`src/rtl/rem_pkg.sv`:
```
// Shared state/mode codes and iteration count for the rem_mul modular arithmetic unit.
package rem_pkg;

  typedef enum logic [1:0] {
    ST_IDLE = 2'd0,
    ST_CALC = 2'd1,
    ST_DONE = 2'd2,
    ST_ERR  = 2'd3
  } state_t;

  localparam logic MODE_REM = 1'b0;
  localparam logic MODE_MUL = 1'b1;

  // REM consumes all 2W dividend bits; MULMOD walks the W bits of A.
  function automatic int unsigned iter_cnt(input logic mode, input int unsigned w);
    return (mode == MODE_MUL) ? w : 2 * w;
  endfunction

endpackage

```
`src/rtl/mod_step.sv`:
```
// One MSB-first iteration of the remainder / interleaved multiply-reduce recurrence.
module mod_step
  import rem_pkg::*;
#(
  parameter int unsigned MSB = 7
) (
  input  logic [MSB+2:0] i_r,
  input  logic           i_bit,
  input  logic [MSB:0]   i_b,
  input  logic [MSB:0]   i_n,
  input  logic           i_mode,
  output logic [MSB+2:0] o_r
);

  localparam int unsigned W  = MSB + 1;
  localparam int unsigned RW = W + 2;

  logic [RW-1:0] w_t;
  logic [RW-1:0] w_s1;
  logic [RW-1:0] w_s2;

  // Incoming r is always < N, so the dropped top bit of each shift is zero.
  always_comb begin
    w_t  = '0;
    w_s1 = '0;
    w_s2 = '0;
    if (i_mode == MODE_MUL) begin
      w_t = RW'({i_r, 1'b0}) + (i_bit ? RW'(i_b) : RW'(0));
    end else begin
      w_t = RW'({i_r, i_bit});
    end
    w_s1 = (w_t >= RW'(i_n)) ? (w_t - RW'(i_n)) : w_t;
    w_s2 = ((i_mode == MODE_MUL) && (w_s1 >= RW'(i_n))) ? (w_s1 - RW'(i_n)) : w_s1;
    o_r  = w_s2;
  end

endmodule

```
`src/rtl/rem_mul.sv`:
```
// Modular arithmetic unit: D mod N or (A*B) mod N, two-phase req / one-cycle ack handshake.
module rem_mul
  import rem_pkg::*;
#(
  parameter int unsigned MSB    = 7,
  parameter bit          MUL_EN = 1'b1
) (
  input  logic               clk,
  input  logic               rst,
  input  logic               enable,
  input  logic               mode,
  input  logic               req,
  input  logic [2*MSB+1:0]   rx_data_1,
  input  logic [MSB:0]       rx_data_2,
  output logic               ack,
  output logic               err,
  output logic [MSB:0]       tx_data,
  output logic [1:0]         cst,
  output logic [1:0]         nst
);

  localparam int unsigned W     = MSB + 1;
  localparam int unsigned RW    = W + 2;
  localparam int unsigned CNT_W = $clog2(2 * W);

  state_t             r_cst;
  state_t             w_nst;
  logic               r_req_q;
  logic               r_mode;
  logic [2*W-1:0]     r_d;
  logic [W-1:0]       r_b;
  logic [W-1:0]       r_n;
  logic [RW-1:0]      r_r;
  logic [CNT_W-1:0]   r_cnt;
  logic [W-1:0]       r_tx;
  logic               r_err;

  logic               w_mode;
  logic               w_start;
  logic               w_illegal;
  logic [RW-1:0]      w_step;

  // With the multiplier disabled the mode pin is ignored and the MUL path folds away.
  assign w_mode    = MUL_EN ? mode : MODE_REM;
  assign w_start   = (r_cst == ST_IDLE) && enable && (req != r_req_q);
  assign w_illegal = (rx_data_2 == '0) ||
                     ((w_mode == MODE_MUL) && (rx_data_1[W-1:0] >= rx_data_2));

  mod_step #(.MSB(MSB)) u_step (
    .i_r    (r_r),
    .i_bit  (r_d[2*W-1]),
    .i_b    (r_b),
    .i_n    (r_n),
    .i_mode (r_mode),
    .o_r    (w_step)
  );

  // State register.
  always_ff @(posedge clk or posedge rst) begin
    if (rst) begin
      r_cst <= ST_IDLE;
    end else begin
      r_cst <= w_nst;
    end
  end

  // Next-state decode; enable low overrides everything.
  always_comb begin
    w_nst = r_cst;
    if (!enable) begin
      w_nst = ST_IDLE;
    end else begin
      case (r_cst)
        ST_IDLE: if (w_start) w_nst = w_illegal ? ST_ERR : ST_CALC;
        ST_CALC: if (r_cnt == '0) w_nst = ST_DONE;
        ST_DONE: w_nst = ST_IDLE;
        ST_ERR:  w_nst = ST_IDLE;
        default: w_nst = ST_IDLE;
      endcase
    end
  end

  // Operand latch, iteration datapath and result registers.
  always_ff @(posedge clk or posedge rst) begin
    if (rst) begin
      r_req_q <= 1'b0;
      r_mode  <= MODE_REM;
      r_d     <= '0;
      r_b     <= '0;
      r_n     <= '0;
      r_r     <= '0;
      r_cnt   <= '0;
      r_tx    <= '0;
      r_err   <= 1'b0;
    end else begin
      if (!enable || w_start) begin
        r_req_q <= req;
      end
      if (w_start) begin
        r_mode <= w_mode;
        r_d    <= rx_data_1;
        r_b    <= rx_data_1[W-1:0];
        r_n    <= rx_data_2;
        r_r    <= '0;
        r_cnt  <= CNT_W'(iter_cnt(w_mode, W) - 1);
        if (w_illegal) begin
          r_tx  <= '0;
          r_err <= 1'b1;
        end
      end else if (enable && (r_cst == ST_CALC)) begin
        r_r   <= w_step;
        r_d   <= r_d << 1;
        r_cnt <= r_cnt - 1'b1;
        if (r_cnt == '0) begin
          r_tx  <= w_step[W-1:0];
          r_err <= 1'b0;
        end
      end
    end
  end

  assign ack     = (r_cst == ST_DONE) || (r_cst == ST_ERR);
  assign err     = r_err;
  assign tx_data = r_tx;
  assign cst     = r_cst;
  assign nst     = w_nst;

endmodule

```
`config.mk`:
```
export PLATFORM = sky130hd
export DESIGN_NAME = rem_mul
export DESIGN_NICKNAME = d
export VERILOG_FILES = /design/src/rtl/rem_pkg.sv /design/src/rtl/mod_step.sv /design/src/rtl/rem_mul.sv
export SDC_FILE = /design/constraint.sdc
export NUM_CORES = 1
export LEC_CHECK = 0
export BUFFER_PORTS_ARGS = -buffer_cell sky130_fd_sc_hd__buf_4
export CAP_MARGIN = 30
export CORE_MARGIN = 1
export CORE_UTILIZATION = 57
export CTS_BUF_LIST = sky130_fd_sc_hd__clkbuf_8
export DETAILED_ROUTE_END_ITERATION = 16
export PLACE_DENSITY = 0.8
export SETUP_SLACK_MARGIN = 0.2
export SYNTH_ARGS = -nofsm -noshare
export SYNTH_HDL_FRONTEND = slang
export SYNTH_SLANG_ARGS = --single-unit
export TNS_END_PERCENT = 100
```
`constraint.sdc`:
```
create_clock -name clk -period 9.85 [get_ports clk]
set_input_delay 0 -clock clk [delete_from_list [all_inputs] [get_ports clk]]
set_output_delay 0 -clock clk [all_outputs]
set_load 0.02 [all_outputs]
```
## Yosys cells after proc, flatten, opt, wreduce, memory -nomap -nowiden

Cells that the tools add are included.
W data, S select, Z words.

- Reductions and logical operators: 16
- Mux-type cells: 24
- Magnitude comparators: 3
- Equality and inequality tests: 5
- $add $sub $neg: 5

Operators by type and width:

| kind | count |
|---|---|
| $mux W8 | 5 |
| $mux W16 | 2 |
| $mux W9 | 3 |
| $ge A10 B8 Y1 | 2 |
| $mux W10 | 2 |
| $mux W4 | 3 |
| $add A10 B8 Y10 | 1 |
| $sub A10 B8 Y10 | 1 |
| $sub A9 B8 Y9 | 1 |
| $ge A8 B8 Y1 | 1 |
| $logic_not A8 Y1 | 1 |
| $mux W2 | 4 |
| $sub A4 B1 Y4 const B | 2 |
| $pmux W2 S3 | 1 |
| $logic_and A1 B1 Y1 | 5 |
| $eq A2 B2 Y1 const B | 2 |
| $logic_not A4 Y1 | 1 |
| $mux W1 | 4 |
| $reduce_bool A2 Y1 | 2 |
| $logic_or A1 B1 Y1 | 3 |
| $reduce_and A3 Y1 | 1 |
| $eq A2 B1 Y1 const B | 1 |
| $logic_not A2 Y1 | 1 |
| $ne A2 B1 Y1 const B | 1 |
| other kinds (3) | 3 |

- Logic and storage cells: 63
- Register bits: 58
- Output and inout port bits: 14
- Input port bits: 29

## Longest topological paths before layout

- Word-level depth: 11
- Gate-level depth with buffers: 27
- Gate-level depth less buffers: 26

## Cells and area by module

From an unflattened synthesis, not the netlist that was laid out.

- Cells, all modules: 454
- Area total of the unflattened synthesis: 4127.7 um^2

Modules (own cells, without submodules):

| module | seq. area each (um^2) | instances | area an instance (um^2) | cells an instance |
|---|---|---|---|---|
| rem_mul | 1476.4 | 1 | 2662.6 | 265 |
| mod_step | 0.0 | 1 | 1465.2 | 189 |

## Worst setup path before layout

No wires, ideal clock.

- Kind: register to register
- From: register r_d[15]
- To: register r_r[8]
- Slack: 4425 ps
- Library setup time: 122 ps
- Data arrival time: 5303 ps
- Period minus slack after synthesis: 5425 ps
- Cell stages (with the launch flop): 28
- Data required time: 9728 ps
- Buffers on the path: 1
- Cell sequence: dfrtp_1 -> and2_1 -> ha_1 -> fa_1 -> nand3_1 -> a21oi_1 -> o21ai_1 -> mux2i_1 -> nor2_1 -> inv_1 -> ha_1 -> nand2_1 -> o21ai_1 -> or2_1 -> a21oi_1 -> nand3b_2 -> mux2_2 -> ha_1 -> fa_1 -> nand2b_1 -> a21oi_1 -> a41o_1 -> a21oi_1 -> o2111ai_1 -> o311ai_1 -> buf_6 -> or3_1 -> a32o_1

- Word-level cells in the longest chain between the ends: 10
- Elaborated cells between the ends (all ways): 12
- Classes of those cells: 3 x add/sub; 2 x order compare; 6 x mux; 1 x reduce/logical

Ends and longest elaborated chain:

| item | RTL line | source |
|---|---|---|
| start: declaration | rem_mul.sv:30 | `logic [2*W-1:0] r_d;` |
| start signal: assignment | rem_mul.sv:101 | `r_d <= rx_data_1;` |
| start signal: assignment | rem_mul.sv:112 | `r_d <= r_d << 1;` |
| $mux W8 | mod_step.sv:28 | `w_t = RW'({i_r, 1'b0}) + (i_bit ? RW'(i_b) : RW'(0));` |
| $add A10 B8 Y10 | mod_step.sv:28 |  |
| $mux W10 * | mod_step.sv:27 | `if (i_mode == MODE_MUL) begin` |
| $sub A10 B8 Y10 or $ge A10 B8 Y1 (tied branches) | mod_step.sv:32 | `w_s1 = (w_t >= RW'(i_n)) ? (w_t - RW'(i_n)) : w_t;` |
| $mux W10 * | mod_step.sv:32 |  |
| $ge A10 B8 Y1 | mod_step.sv:33 | `w_s2 = ((i_mode == MODE_MUL) && (w_s1 >= RW'(i_n))) ? (w_s1 - RW'(i_n)) : w_s1;` |
| $logic_and A1 B1 Y1 | mod_step.sv:33 |  |
| $mux W9 * | mod_step.sv:33 |  |
| $mux W9 * | rem_mul.sv:110 | `end else if (enable && (r_cst == ST_CALC)) begin` |
| $mux W9 * | rem_mul.sv:99 | `if (w_start) begin` |
| end signal: assignment | rem_mul.sv:111 | `r_r <= w_step;` |
| end: declaration | rem_mul.sv:33 | `logic [RW-1:0] r_r;` |

Mark *: on every way between the ends. The rest lies on a longest branch, timed or not. The select of a mux whose other input is x is not followed.
A chain may end at the register's enable or synchronous reset.

## Worst setup path after layout

Same ends and word-level chain as after synthesis.

==> results.txt <==
Before antenna repair, the detailed router went through 11 iterations. The detailed placement HPWL is 6869 um. The total of max-cap violations came out at 0. For this design, the sink count on the clock tree is just under 60. The clock period could shrink to 6.075 ns. The worst min-delay path startpoint is enable. The total length of routed wires came out at 9791 um.

The vias per cell is between 5 and 6. The path class of the tightest hold or removal check is in2reg. The count of nets left with antenna violations once routing finished came out at 0. The worst reg2reg path depth came out at 24.

The share of the Yosys chip area taken by registers is 0.3787. The number of flops mapped to enable cells by yosys came out at 0. The total of warnings raised by yosys is 0. The top fanout value on the critical path came out at 10. The count of fill cells added during filler insertion came out at 468. The x dimension of the die is between 80 and 90 um. The multi-input combinational cells in the finished layout cover a total of 2230 um^2. The count of pins on the block boundary came out at 43. In this run, synthesis produced a sequential element count of 58. The number of levels the H-tree was split into is 3.

The congestion estimate from routability-driven global placement came to 1.062. In this run, CTS created clock tree buffers numbering 9. The final hold slack came out at 0.05956 ns.

The number of endpoints with negative hold slack in the final report is 0. The maximum buffer depth of the clock tree came out at 2. The clock insertion delay at the later pin of the skew report is approximately 0.34 ns. The flow ran to the end, but the final reports show violations. Summing over every cut layer, the via total after detailed routing is 3415. The area share of the largest cell type after synthesis is 0.3787. For hold timing, the worst endpoint is r_req_q.

In the post-synthesis netlist, the cell with the most instances is sky130_fd_sc_hd__nand2_1. The share of final-layout standard cells stronger than drive strength 1 is 0.1737. The worst setup slack after layout came out at 3.775 ns. The placement row count is 29.

In the post-synthesis netlist, the biggest area contributors are sky130_fd_sc_hd__dfrtp_1 38%, sky130_fd_sc_hd__ha_1 10%, sky130_fd_sc_hd__nand2_1 6.5%. The commonest cells after synthesis are 66 x sky130_fd_sc_hd__nand2_1, 58 x sky130_fd_sc_hd__dfrtp_1, 32 x sky130_fd_sc_hd__ha_1. The total die area came out at approximately 7100 um^2. The worst setup path is captured at a flip-flop.

In the synthesized netlist the dominant register cell turns out to be sky130_fd_sc_hd__dfrtp_1. The average cell area after synthesis is 9.168 um^2. The number of buffers inserted to repair setup after CTS is 0. The total count of max-transition violations in the final report came out at 0. Setup repair after global routing left no endpoint under its margin. Across the routed clock network, the largest skew measured is 0.009308 ns. The wire length of the first global-routing pass came out at 17130 um. The quantity of hold-fixing buffers added after cts is 27. The data arrival at the endpoint of the critical path came out at 6.30 ns. The average routed wire per standard cell is 17.12 um.

The startpoint identified for the worst register-to-register timing path is r_d[15]. The tree is rooted in a sky130_fd_sc_hd__clkbuf_8. The synthesized instance count is roughly 420. The leftover overflow at the end of global routing is 0. The net count of the mapped netlist came out at roughly 480.

The number of nets in the final layout came out at 554. The minimum setup slack after placement is roughly 3.8 ns. After routing, the total negative slack on setup checks comes to 0 ns.

The post-synthesis async set-or-reset flop share is 1.000. By startpoint and endpoint, the worst setup path is classified as reg2reg. The number of global-route vias before repair is 3511. The number of DRC violations after detailed routing is 4. The number of antenna violations at the first check in global routing is 0. The clock slew at the register clock pins of the worst setup and hold paths is 0.07 ns.

Across all register-to-register paths, the minimum setup slack is 3.77 ns. The count of input and output buffers is 42. The core region area is 6422 um^2.

The repair_antennas step left the layout with diodes totalling 0. STA classifies the critical path startpoint as a flip-flop. Post-CTS repair changed the size of 0 cells. The iteration-0 DRC count of the detailed router came out at 209. The portion of the clock cycle consumed by the worst path in the final layout is 0.6168.

The remaining max-slew budget at the tightest pin is 0.5125. The count of endpoints failing setup in the final report is 0. The maximum achievable frequency came out at between 0.15 and 0.2 GHz. TritonCTS built the clock tree. The distinct cell type count after synthesis is 56.

At the worst endpoint, the required time is 10.08 ns. The growth of design area from synthesis to finish came out at 22.23%. The transition at the pin with the smallest max-transition slack is 0.7313 ns. The all-layer global routing usage came out at 0.3162. The vertical die dimension came out at 84.00 um. The worst register-to-register path ends at r_r[8]. The cell type with the highest aggregate area in the netlist is sky130_fd_sc_hd__dfrtp_1.

The worst hold path cell count is 3. The checks that failed: design-rule violations. The starting utilization of the core area came out at 0.5967. The maximum number of pins on one net before global-route repair came out at 59.

Summing all flip-flop and latch instances after layout gives 1451 um^2. The area of the mapped netlist is 3832 um^2.
-- sequential cells by signal (all words and copies together) (netlist names) --
register	count
r_d	16
r_r	9
r_b	8
r_n	8
tx_data	8
r_cnt	4
cst	2
err	1
r_mode	1
r_req_q	1
-- how the worst max path moves through the flow --
stage                     slack, ns  cells past startpoint     from      to
final                          3.77                     24  r_d[15]  r_r[8]
after global routing           3.28                     27  r_d[15]  r_r[8]
after CTS                      3.81                     27  r_d[15]  r_r[8]
after detailed placement       3.84                     27  r_d[15]  r_r[8]
after global placement         4.14                     24  r_d[15]  r_r[8]
after floorplan                4.43                     27  r_d[15]  r_r[8]
-- metal layers --
| metal | share of wire | vias to the layer above | track usage |
|---|---|---|---|
| met5 | 0 | - | 0 |
| met2 | 0.48 | 113 | 0.5104 |
| met1 | 0.45 | 1652 | 0.4078 |
| met4 | 0.034 | 0 | 0.1379 |
| li1 | - | 1624 | - |
| met3 | 0.043 | 26 | 0.07221 |
-- final cells by class --
class	count	share of cell area
clock buffer	10	0.02938
clock inverter	6	0.008814
inverter	27	0.02163
multi-input combinational	320	0.4760
sequential	58	0.3098
tap	77	0.02057
timing repair buffer	74	0.1338
-- stage by stage --
step / utilization / std cells / area [um^2]
2_1_floorplan: - / 418 / 3832
3_3_place_gp: 0.6577 / 528 / 4224
3_5_place_dp: 0.6595 / 529 / 4235
4_1_cts: 0.7294 / 572 / 4684
5_1_grt: 0.7294 / 572 / 4684
6_report: 0.7294 / 572 / 4684
-- placed cells by master (no fill, tap or decap), drive strengths merged, types with 4 or more instances in the layout --
master	synthesis	routed
xor2	4	4
a21oi	28	28
mux2i	18	18
inv	27	28
dlygate4sd3	0	27
dfrtp	58	58
and2	8	8
clkbuf	11	10
mux2	11	11
o21ai	35	35
nand3	6	6
nor3	4	4
xnor2	10	10
nand2b	6	6
ha	32	32
nor2	23	23
a21o	8	8
nand2	66	66
nor2b	4	4
a22o	6	6
a22oi	8	8
buf	2	47
o2bb2ai	4	4
-- kinds of logic after synthesis --
family | after synthesis | synth area share
flip-flops | 58 | 0.3787
XOR/XNOR | 14 | 0.03395
AND/OR/NAND/NOR | 131 | 0.1564
multiplexers | 29 | 0.08031
AO/OA/AOI/OAI | 111 | 0.1890
buffers and inverters | 40 | 0.04146
adder cells (fa/ha/maj) | 35 | 0.1201
-- worst max-delay path: stages, from the launching register on --
cell                        delay (ns)
sky130_fd_sc_hd__dfrtp_1          0.44
sky130_fd_sc_hd__and2_1           0.17
sky130_fd_sc_hd__ha_1             0.22
sky130_fd_sc_hd__fa_1             0.42
sky130_fd_sc_hd__nand3_1          0.13
sky130_fd_sc_hd__a21oi_1          0.09
sky130_fd_sc_hd__o31ai_1          0.37
sky130_fd_sc_hd__ha_1             0.36
sky130_fd_sc_hd__a21oi_1          0.15
sky130_fd_sc_hd__o21ai_1          0.09
sky130_fd_sc_hd__or2_1            0.24
sky130_fd_sc_hd__a21oi_1          0.26
sky130_fd_sc_hd__nand3b_2         0.26
sky130_fd_sc_hd__mux2_2           0.34
sky130_fd_sc_hd__ha_1             0.21
sky130_fd_sc_hd__fa_1             0.40
sky130_fd_sc_hd__nand2b_1         0.16
sky130_fd_sc_hd__a21oi_1          0.30
sky130_fd_sc_hd__a41o_1           0.15
sky130_fd_sc_hd__a21oi_1          0.09
sky130_fd_sc_hd__o2111ai_1        0.12
sky130_fd_sc_hd__o311ai_1         0.13
sky130_fd_sc_hd__buf_4            0.22
sky130_fd_sc_hd__or3_1            0.37
sky130_fd_sc_hd__a32o_1           0.26
Power is not shown: default switching activity piles up to over one toggle a cycle in this logic, so the estimate is an artifact.
